### src/rtl/fb_wr_sched.sv
// Framebuffer write-port scheduler: round-robin arbitration between two pixel
// clients plus a linear fill engine, all sharing one registered write port.
module fb_wr_sched #(
  parameter int AW       = 16,
  parameter int DW       = 24,
  parameter int FB_WORDS = 64000
) (
  input  logic          CLOCK_50,
  input  logic          rst_n,
  input  logic          c0_valid,
  output logic          c0_ready,
  input  logic [AW-1:0] c0_adr,
  input  logic [DW-1:0] c0_d,
  input  logic          c1_valid,
  output logic          c1_ready,
  input  logic [AW-1:0] c1_adr,
  input  logic [DW-1:0] c1_d,
  input  logic          fill_start,
  input  logic [AW-1:0] fill_first,
  input  logic [AW-1:0] fill_last,
  input  logic [DW-1:0] fill_color,
  output logic          fill_busy,
  output logic          fill_done,
  output logic          oob,
  output logic          fb_wclk,
  output logic          fb_we,
  output logic [AW-1:0] fb_wadr,
  output logic [DW-1:0] fb_d
);

  localparam logic [0:0]    ST_ARB     = 1'b0;
  localparam logic [0:0]    ST_FILL    = 1'b1;
  localparam logic [AW-1:0] LAST_VALID = AW'(FB_WORDS - 1);

  logic [0:0]    r_state;
  logic          r_last;      // 1 = c1 was granted most recently
  logic [AW-1:0] r_cur;
  logic [AW-1:0] r_fill_last;
  logic [DW-1:0] r_color;
  logic          r_we;
  logic [AW-1:0] r_wadr;
  logic [DW-1:0] r_d;
  logic          r_done;
  logic          r_oob;

  logic          w_arb;
  logic          w_g0;
  logic          w_g1;
  logic [AW-1:0] w_clamp_last;
  logic [AW-1:0] w_adr;
  logic [DW-1:0] w_dat;

  // Grants are combinational; gating with rst_n keeps both readys low in reset.
  assign w_arb        = rst_n && (r_state == ST_ARB) && !fill_start;
  assign w_g0         = w_arb && c0_valid && (!c1_valid || r_last);
  assign w_g1         = w_arb && c1_valid && (!c0_valid || !r_last);
  assign w_clamp_last = (fill_last > LAST_VALID) ? LAST_VALID : fill_last;
  assign w_adr        = w_g1 ? c1_adr : c0_adr;
  assign w_dat        = w_g1 ? c1_d   : c0_d;

  assign c0_ready  = w_g0;
  assign c1_ready  = w_g1;
  assign fill_busy = (r_state == ST_FILL);
  assign fill_done = r_done;
  assign oob       = r_oob;
  assign fb_wclk   = CLOCK_50;
  assign fb_we     = r_we;
  assign fb_wadr   = r_wadr;
  assign fb_d      = r_d;

  // NOTE: every state register uses <= so all flops sample pre-edge values together.
  always_ff @(posedge CLOCK_50 or negedge rst_n) begin
    if (!rst_n) begin
      r_state     <= ST_ARB;
      r_last      <= 1'b1;
      r_cur       <= '0;
      r_fill_last <= '0;
      r_color     <= '0;
      r_we        <= 1'b0;
      r_wadr      <= '0;
      r_d         <= '0;
      r_done      <= 1'b0;
      r_oob       <= 1'b0;
    end else begin
      r_we   <= 1'b0;
      r_done <= 1'b0;
      r_oob  <= 1'b0;
      if (r_state == ST_FILL) begin
        r_we   <= 1'b1;
        r_wadr <= r_cur;
        r_d    <= r_color;
        r_cur  <= r_cur + 1'b1;
        if (r_cur == r_fill_last) begin
          r_state <= ST_ARB;
          r_done  <= 1'b1;
        end
      end else if (fill_start) begin
        r_cur       <= fill_first;
        r_fill_last <= w_clamp_last;
        r_color     <= fill_color;
        if (fill_first <= w_clamp_last) begin
          r_state <= ST_FILL;
        end else begin
          r_done <= 1'b1;
        end
      end else if (w_g0 || w_g1) begin
        r_last <= w_g1;
        if (w_adr <= LAST_VALID) begin
          r_we   <= 1'b1;
          r_wadr <= w_adr;
          r_d    <= w_dat;
        end else begin
          r_oob <= 1'b1;
        end
      end
    end
  end

endmodule

### config.mk
export PLATFORM = sky130hd
export DESIGN_NAME = fb_wr_sched
export DESIGN_NICKNAME = d
export VERILOG_FILES = /design/src/rtl/fb_wr_sched.sv
export SDC_FILE = /design/constraint.sdc
export NUM_CORES = 1
export LEC_CHECK = 0
export BUFFER_PORTS_ARGS = -buffer_cell sky130_fd_sc_hd__buf_4
export CORE_UTILIZATION = 55
export CTS_CLUSTER_DIAMETER = 150
export DETAILED_ROUTE_END_ITERATION = 16
export GPL_TIMING_DRIVEN = 0
export PLACE_DENSITY = 0.87
export SYNTH_ARGS = -nofsm -noshare
export SYNTH_HDL_FRONTEND = slang
export SYNTH_SLANG_ARGS = --single-unit
### constraint.sdc
create_clock -name CLOCK_50 -period 2.9 [get_ports CLOCK_50]
set_input_delay 0.435 -clock CLOCK_50 [delete_from_list [all_inputs] [get_ports CLOCK_50]]
set_output_delay 0.435 -clock CLOCK_50 [all_outputs]
set_load 0.01 [all_outputs]
## Word-level counts from Yosys, hierarchy flattened

Index checks and enable logic that the tools add are counted.

- Bits in registers: 101
- Input bits: 141
- Output and inout port bits: 47
- Logic and storage cells: 66

- $add $sub $neg: 1
- $lt $le $gt $ge: 3
- Equality and inequality tests: 2
- Muxes and demuxes: 29
- Bitwise logic cells: 2
- Reduce and logical (&&, ||, !) cells: 19

Operators with widths:

| cell | count |
|---|---|
| 16-bit 2-to-1 mux | 8 |
| 24-bit 2-to-1 mux | 5 |
| 16-bit by 1-bit adder with 16-bit output, second input constant | 1 |
| 16-bit equality test | 1 |
| 16-bit greater-than comparator, second input constant | 1 |
| 16-bit <= comparator | 1 |
| 16-bit <= comparator, second input constant | 1 |
| 1-bit 2-to-1 mux | 16 |
| 1-bit logical AND | 6 |
| 3-bit AND reduction | 2 |
| 2-bit nonzero test | 3 |
| 1-bit logical NOT | 4 |
| 1-bit logical OR | 3 |
| 2-bit by 1-bit != test with 1-bit output, second input constant | 1 |
| 1-bit NOT | 2 |
| 2-bit AND reduction | 1 |

## Longest topological paths before layout

Gate-level depths: netlist of the first run.

- Depth in word-level cells: 11
- Gate-level depth with buffers: 9
- Gate-level depth less buffers: 9

==> metrics.yaml, run 1 <==
synth_area_leaders: "dfrtp_1 (45%), nand2_1 (11%), a211oi_1 (5.9%)"
port_buffers: 187
end_kind: "primary output"
critPathSlowestCell: "dfrtp_1"
comb_power_share_pct: 38.1
synthFlopType: "dfrtp_1"
critical_path_class: "flip-flop to primary output"
syn_nets: 787
rsz0062_at_grt: "no"
period_needed_ns: 2.75
swShare_pct: 35.0
tightestPinTransition_ns: 0.610
core_area_um2: 9770
crit_arrival_ns: 2.32
pwr-share-seq_pct: 43.4
tns_ns: 0
yosysTopAreaCellShare_pct: 45.0
ys_seq_area_share_pct: 45.5
yosysTopAreaCell: "dfrtp_1"
power.density_nw_per_um2: 798
netlist_instances: 629
p_int_mw: 3.87
finalNetCount: 992
antennaDiodeCount: 0
slew_viol_final: 0
clkPwrFrac_pct: 18.5
die_h_um: 103
drive_gt1_share_pct: 28.4
wirelength_mm: 17.2
crit_path_max_incr_delay_ns: 0.47
final_cells: 972
drcViolationCount: 0
hp-class: "input port to flip-flop"
initial_core_util_pct: 56.8
crit_chain: "nor3b_4 -> nand2_2 -> inv_2 -> buf_2 -> clkbuf_4 -> buf_4"
antenna_found_initial: 0
grt_util_all_layers_pct: 32.8
setup_violations: 0
vias_per_cell: 5.81
yosys_warnings: 0
ys_seq_elements: 101
area_delta_synth_final_pct: 34.6
switchingPower_mw: 2.09
dr_total_vias: 5652
max_freq_mhz: 363
die_x_um: 103
antenna_left: 0
tritoncts: "yes"
hold_viol_final: 0
netlist_area_um2: 5560
gp_congestion: 0.906
vdd_drop_max_uv: 558
clock_skew_ns: 0.00709
leakagePower_nw: 3.56
design_area_um2: 7480
grt_max_degree: 103
synth_area_per_cell_um2: 8.83
hpwl_mm: 12.7
power_mw: 5.96
drv_cap: 0
grt_overflow: 0
crit_required_ns: 2.47
status: "completed"
crit_family: "buffers and inverters"
grt_pass1_wl_mm: 25.9
dpl_cell_area_um2: 7130
wl_per_cell_um: 17.7
drtIter0Drc: 278
critPathMaxFanout: 10
grt_pass1_vias: 5548
clk_latency_ns: 0.48
yosysMostFrequentCell: "nand2_1"
io_pins: 188
place_inst: 949
synthArstFlopShare_pct: 100
post-cts-setup-buffers: 0
synthTopCellsByCount: "nand2_1 (167), dfrtp_1 (100), a211oi_1 (44), nor2b_1 (44), a31oi_1 (33)"
finalCritPeriodShare_pct: 94.9
dr.pass1.iters: 4
cp-start-kind: "flip-flop"
die_area_um2: 10500
fin_hold_ws_ns: 0.131
synth_edf_count: 0
path_clk_slew_ns: 0.10
worst-path-buf-inv: 4
relSlewSlack_pct: 59.2
num_rows: 36
synth_cell_types: 41
[worst reg2reg max path, cell delays in order (launching register included)]
cell	delay [ns]
dfrtp_1	0.48
clkbuf_1	0.42
clkbuf_1	0.45
buf_1	0.48
o32ai_1	0.14
a21oi_1	0.23
[cells by family (layout without fill, tap and decap cells)]
logic type / Yosys count / in the layout / synth area share [%]
compound gates: 138 / 138 / 16.5
xor+xnor: 30 / 30 / 4.73
fa+ha+maj: 17 / 17 / 3.83
buf+inv: 55 / 265 / 4.17
flops: 101 / 101 / 45.5
mux: 14 / 14 / 2.70
simple gates: 274 / 274 / 22.6
[area by class of cell]
class | count | area [um^2]
Inverter | 10 | 37.5
Sequential cell | 101 | 2530
Clock inverter | 3 | 46.3
Clock buffer | 17 | 208
Fill cell | 684 | 2300
Timing Repair Buffer | 190 | 1490
Tap cell | 133 | 166
Multi-Input combinational cell | 473 | 2800
Buffer | 45 | 196
[power by group through the flow]
stage	logic, mW	registers (mW)	clock network [mW]
2_1_floorplan	1.18	2.60	0.0284
3_3_place_gp	2.13	2.56	0.0478
3_5_place_dp	2.21	2.59	0.0478
4_1_cts	2.24	2.57	1.10
5_1_grt	2.49	2.65	1.16
6_report	2.27	2.59	1.10
[cell usage in the layout, fill, tap and decap left out, types with 3 or more instances in the layout]
| master | netlist | layout |
|---|---|---|
| nand3_1 | 8 | 8 |
| mux2_2 | 8 | 8 |
| nand2_1 | 167 | 166 |
| a221o_1 | 7 | 7 |
| a31oi_1 | 33 | 33 |
| a21oi_1 | 16 | 16 |
| nor3b_1 | 7 | 7 |
| buf_4 | 2 | 188 |
| nor2b_1 | 44 | 44 |
| nand4_1 | 13 | 13 |
| clkbuf_8 | 0 | 14 |
| o21ai_0 | 28 | 28 |
| buf_1 | 3 | 3 |
| and3_1 | 3 | 3 |
| a21o_1 | 3 | 3 |
| buf_2 | 14 | 13 |
| xor2_1 | 11 | 11 |
| clkbuf_1 | 26 | 28 |
| a211oi_1 | 44 | 44 |
| mux2i_1 | 6 | 6 |
| nor2_1 | 19 | 19 |
| xnor2_1 | 19 | 19 |
| ha_1 | 17 | 17 |
| nor4_1 | 3 | 3 |
| inv_1 | 9 | 9 |
| dfrtp_1 | 100 | 100 |
[metal layers]
layer	part of all wire, %	vias up	track usage [%]
li1	-	2595	-
met4	4.4	0	16.8
met5	0	-	0
met2	47	311	54.4
met1	41	2675	41.2
met3	7.7	71	6.10
[worst paths after layout]
| kind | to | depth (start not counted) | startpoint | slack [ns] |
|---|---|---|---|---|
| setup / recovery | c1_ready | 6 | fill_busy$_DFF_PN0_ | 0.15 |
| hold / removal | r_color[13]$_DFFE_PN0P_ | 3 | fill_color[13] | 0.13 |
| setup reg to reg | fill_busy$_DFF_PN0_ | 5 | fill_busy$_DFF_PN0_ | 0.60 |
| hold reg to reg | r_color[14]$_DFFE_PN0P_ | 2 | r_color[14]$_DFFE_PN0P_ | 0.49 |
| max in group asynchronous | r_color[4]$_DFFE_PN0P_ | 3 | rst_n | 1.96 |
| min in group asynchronous | fb_d[21]$_DFFE_PN0P_ | 2 | rst_n | 0.54 |
[through the flow]
stage,setup WS (ns),utilization (%)
final,0.146,76.5
after global routing,0.0329,76.5
after CTS,0.0660,75.7
after detailed placement,-0.699,72.9
after global placement,-0.629,72.9
after floorplan,0.643,-
[state kept, by name, indices dropped and copies added, names as in the netlist]
name         cells
r_cur           16
fb_wadr         16
oob              1
fb_we            1
fb_d            24
r_fill_last     16
fill_done        1
r_color         24
fill_busy        1
r_last           1
[timing repair]
action | in CTS | in global routing
endpoints found under the hold margin | 100 | 100
endpoints found under the setup margin | 3 | 1
cloned | 0 | 1
resized for setup | 5 | 2
No activity file was read; power rests on OpenSTA's default activity.
==> run 2, diff against run 1 <==
Settings changed: BUFFER_PORTS_ARGS -buffer_cell sky130_fd_sc_hd__buf_4 to not set, CORE_UTILIZATION 55 to 58, DONT_BUFFER_PORTS set to 1, PLACE_DENSITY 0.87 to 0.75.
==> metrics.yaml, run 2 (synthesis gave the netlist of run 1 again) <==
status: "completed"
drtIter0Drc: 221  # -21%
io_pins: 188  # unchanged
antenna_left: 0  # unchanged
crit_top_cell: "buf_2"
antennaDiodeCount: 0  # unchanged
die_area_um2: 9970  # -5.1%
regToRegEndpoint: "fb_wadr[14]$_DFFE_PN0P_"
grt_pass1_vias: 4850  # -13%
clk_latency_ns: 0.46  # -0.02 ns
dr_total_vias: 4730  # -16%
design_area_um2: 5980  # -20%
max_freq_mhz: 368  # +1.4%
clock_skew_ns: 0.0139  # +0.00679 ns
num_rows: 35  # -2.8%
hp-class: "input port to flip-flop"
slew_viol_final: 0  # unchanged
vias_per_cell: 6.09  # +4.7%
relSlewSlack_pct: 58.5  # -0.67 points
path_clk_slew_ns: 0.10  # about the same
wirelength_mm: 15.2  # -11%
grt_pass1_wl_mm: 24.2  # -6.5%
final_common_cell: "nand2_1"
gp_congestion: 0.902  # -0.47%
crit_chain: "nor3b_2 -> nand2_2 -> inv_2 -> buf_2 -> buf_2"
die_x_um: 99.9  # -2.6%
finalNetCount: 803  # -19%
holdPathEnd: "r_color[17]$_DFFE_PN0P_"
setup_slack_ns: 0.186  # +0.0391 ns
end_kind: "primary output"
crit_required_ns: 2.47  # about the same
crit_path_max_incr_delay_ns: 0.47  # about the same
pre_cts_ws_ns: 0.168  # +0.867 ns
cp-start-kind: "flip-flop"
grt_overflow: 0  # unchanged
tns_ns: 0  # unchanged
port_buffers: 0  # -100%
critPathSlowestCell: "dfrtp_1"
drive_gt1_share_pct: 7.72  # -21 points
hold_viol_final: 0  # unchanged
worstHoldPathCells: 2  # -1
hpwl_mm: 11.5  # -9.8%
critical_path_class: "flip-flop to primary output"
period_needed_ns: 2.71  # -0.0391 ns
dr.pass1.iters: 4  # unchanged
r2r_setup_slack_ns: 0.57  # -0.03 ns
tightestPinTransition_ns: 0.620  # +0.0100 ns
reg2regPathDepth: 6  # +1
grt_max_degree: 102  # -0.97%
hp-start: "fill_color[17]"
rr_startpoint: "fill_busy$_DFF_PN0_"
tritoncts: "yes"
final_cell_mix: "nand2_1 (166), dfrtp_1 (100), nor2b_1 (44), a211oi_1 (44), a31oi_1 (33)"
dpl_cell_area_um2: 5720  # -20%
crit_arrival_ns: 2.28  # -0.04 ns
drv_cap: 0  # unchanged
fillerInstances: 798  # +17%
rsz0062_at_grt: "no"
critPathMaxFanout: 10  # unchanged
die_h_um: 99.9  # -2.6%
antenna_found_initial: 1  # +1
power_mw: 5.26  # -12%
wl_per_cell_um: 19.6  # +11%
vdd_drop_max_uv: 461  # -17%
initial_core_util_pct: 60.1  # +3.3 points
final_util_pct: 64.7  # -12 points
power.density_nw_per_um2: 879  # +10%
finalCritPeriodShare_pct: 93.6  # -1.3 points
grt_util_all_layers_pct: 31.7  # -1.1 points
leakagePower_nw: 2.62  # -26%
area_delta_synth_final_pct: 7.68
core_area_um2: 9240  # -5.5%
setup_violations: 0  # unchanged
drcViolationCount: 0  # unchanged
-- run 2: cell count changes in the layout (fill, tap and decap cells not counted), sizes merged --
cell         delta
dlygate4sd3     -1
inv             +2
clkbuf          -6
buf           -186
-- run 2: cell type report --
class,instances,area [um^2],share of cell area (%)
flip-flops and latches,101,2530,42.3
clock inverters,5,60.1,1.00
multi-input cells,473,2800,46.8
well taps,129,161,2.70
repair buffers,2,37.5,0.627
plain buffers,45,194,3.24
clock buffers,12,165,2.76
inverters,10,37.5,0.627
-- run 2: worst max-delay path by stage --
stage,start,endpoint,slack (ns),cells past startpoint
floorplan,fill_last[14],fill_done$_DFF_PN0_,0.64,9
global route,fill_busy$_DFF_PN0_,c1_ready,0.05,5
detailed placement,fill_last[14],fill_done$_DFF_PN0_,0.17,9
finish,fill_busy$_DFF_PN0_,c1_ready,0.19,5
global placement,fill_last[14],fill_done$_DFF_PN0_,0.22,9
CTS,fill_busy$_DFF_PN0_,c1_ready,0.08,5
-- run 2: metal layers --
| metal | global-route usage [%] | share of wire [%] | wire length (um) | vias up |
|---|---|---|---|---|
| li1 | - | - | - | 2215 |
| met1 | 43.2 | 44 | 6710 | 2269 |
| met2 | 48.3 | 45 | 6850 | 211 |
| met3 | 8.08 | 8.2 | 1250 | 33 |
| met4 | 13.3 | 2.8 | 423 | 2 |
| met5 | 0 | 0.085 | 13 | - |
-- run 2: worst max-delay path, delay by kind of cell, from the launching register on --
kind	cells	cell delay, ns
DFF	1	0.47
and+or+nand+nor	2	0.55
buffers and inverters	3	0.80
-- run 2: power breakdown --
part / internal, mW / switching (mW)
clock network: 0.500 / 0.519
registers: 2.08 / 0.685
logic: 0.761 / 0.708
total: 3.34 / 1.91
-- run 2: stage by stage --
step / std cells / hold WS (ns)
after floorplan: 629 / 0.139
after global placement: 758 / 0.143
after detailed placement: 758 / 0.143
after CTS: 777 / 0.0587
after global routing: 777 / 0.0539
final: 777 / 0.0695
-- run 2: what timing repair did --
item,in CTS,in global routing
buffers inserted,0,0
gates resized for setup,0,1
hold buffers,2,0
endpoints found under the setup margin,0,1
hold endpoints to repair,101,0
==> run 3, diff against run 2 <==
Settings changed: CORE_MARGIN set to 2, GPL_TIMING_DRIVEN 0 to not set, REMOVE_ABC_BUFFERS set to 1.
==> metrics.yaml, run 3 (synthesis gave the netlist of run 1 again) <==
status: "completed"
die_h_um: 102  # +2.0%
gp_congestion: 0.879  # -2.5%
final_util_pct: 62.5  # -2.2 points
rr_startpoint: "fill_busy$_DFF_PN0_"
ctsHtreeMaxLevel: 3
cts.path.max_buffers: 2
antenna_left: 0  # unchanged
reg2regPathDepth: 6  # unchanged
end_kind: "primary output"
dr.pass1.iters: 4  # unchanged
area_delta_synth_final_pct: 4.53
wl_per_cell_um: 17.8  # -9.4%
drcViolationCount: 0  # unchanged
io_pins: 188  # unchanged
relSlewSlack_pct: 32.6  # -26 points
grt_overflow: 0  # unchanged
design_area_um2: 5810  # -2.9%
max_freq_mhz: 405  # +9.8%
drtIter0Drc: 220  # -0.45%
drv_cap: 0  # unchanged
drive_gt1_share_pct: 6.27  # -1.4 points
fillerInstances: 803  # +0.63%
final_cell_mix: "nand2_1 (167), dfrtp_1 (99), a211oi_1 (44)"
post-cts-setup-buffers: 0  # unchanged
critPathMaxFanout: 35  # +25
period_needed_ns: 2.47  # -0.243 ns
grt_pass1_wl_mm: 20.4  # -16%
die_x_um: 102  # +2.0%
hpwl_mm: 9.06  # -21%
critical_path_class: "flip-flop to primary output"
tritoncts: "yes"
setup_slack_ns: 0.428  # +0.243 ns
initial_core_util_pct: 59.8  # -0.28 points
hold_buffers: 1  # -1
place_inst: 718  # -5.3%
grt_max_degree: 102  # unchanged
grt_util_all_layers_pct: 24.9  # -6.8 points
clock-sinks: 101
antennaDiodeCount: 0  # unchanged
final_cells: 735  # -5.4%
setup_violations: 0  # unchanged
root_buffer: "clkbuf_8"
power.density_nw_per_um2: 861  # -2.1%
slew_viol_final: 0  # unchanged
hold_viol_final: 0  # unchanged
power_mw: 5.00  # -4.9%
worstHoldPathCells: 2  # unchanged
crit_arrival_ns: 2.04  # -0.24 ns
num_rows: 35  # unchanged
ctsResizeCount: 0  # unchanged
dpl_cell_area_um2: 5580  # -2.4%
r2r_setup_slack_ns: 0.66  # +0.09 ns
holdPathEnd: "r_color[9]$_DFFE_PN0P_"
numCtsBuffers: 9
port_buffers: 0  # unchanged
finalCritPeriodShare_pct: 85.2  # -8.4 points
die_area_um2: 10400  # +4.0%
pre_cts_ws_ns: 0.286  # +0.118 ns
crit_required_ns: 2.47  # about the same
antenna_found_initial: 0  # -1
leakagePower_nw: 2.51  # -4.2%
dr_total_vias: 4407  # -6.8%
cp-start-kind: "flip-flop"
clk_latency_ns: 0.37  # -0.09 ns
path_clk_slew_ns: 0.10  # about the same
vias_per_cell: 6.00  # -1.5%
finalNetCount: 760  # -5.4%
wirelength_mm: 13.1  # -14%
regToRegEndpoint: "fb_wadr[9]$_DFFE_PN0P_"
final_common_cell: "nand2_1"
hp-class: "input port to flip-flop"
grt_pass1_vias: 4239  # -13%
rsz0062_at_grt: "no"
hp-start: "fill_color[9]"
vdd_drop_max_uv: 356  # -23%
core_area_um2: 9280  # +0.47%
clock_skew_ns: 0.0158  # +0.00188 ns
tightestPinTransition_ns: 1.01  # +0.392 ns
==> run 3: cell count changes in the layout (fill, tap and decap cells not counted), moves of 2 or more <==
cell,previous run,this run
clkbuf_1,26,1
buf_1,3,0
buf_2,14,0
buf_4,2,4
clkbuf_8,12,9
==> run 3: per-layer routing <==
metal | share of wire, % | track usage (%) | wire length, um | up-vias
li1 | - | - | - | 2134
met1 | 43 | 31.2 | 5550 | 2087
met2 | 48 | 40.9 | 6300 | 165
met3 | 7.5 | 6.91 | 983 | 21
met4 | 1.7 | 10.4 | 224 | 0
met5 | 0 | 0 | 0 | -
==> run 3: stage by stage <==
step	setup TNS (ns)	hold slack (ns)
after floorplan	-133.64	0.139
after global placement	0	0.141
after detailed placement	0	0.142
after CTS	0	0.00972
after global routing	0	0.146
final	0	0.167
==> run 3: worst max-delay path: stages (launching register included) <==
cell,delay [ns]
dfrtp_4,0.60
nor3b_2,0.33
nand2_1,0.13
inv_2,0.19
buf_4,0.40
==> run 3: cell type report <==
type,count,area (um^2),area share (%)
multi-input cells,473,2800,48.2
flip-flops and latches,101,2530,43.6
well taps,129,161,2.78
clock buffers,10,128,2.20
repair buffers,7,87.6,1.51
clock inverters,5,60.1,1.03
inverters,10,37.5,0.646
==> run 3: how the worst max path moves through the flow <==
stage                              startpoint  slack [ns]                      end
after floorplan           fill_busy$_DFF_PN0_       -2.76  fb_wadr[10]$_DFFE_PN0P_
after global placement          fill_last[14]        0.42      fill_done$_DFF_PN0_
after detailed placement        fill_last[14]        0.29      fill_done$_DFF_PN0_
after CTS                 fill_busy$_DFF_PN0_        0.43                 c1_ready
after global routing      fill_busy$_DFF_PN0_        0.28                 c1_ready
final                     fill_busy$_DFF_PN0_        0.43                 c1_ready
==> run 3: where the power goes <==
| group | switching (mW) | total, mW | internal, mW |
|---|---|---|---|
| Clock | 0.488 | 0.887 | 0.398 |
| Sequential | 0.698 | 2.78 | 2.08 |
| Combinational | 0.586 | 1.33 | 0.742 |
| Total | 1.77 | 5.00 | 3.23 |
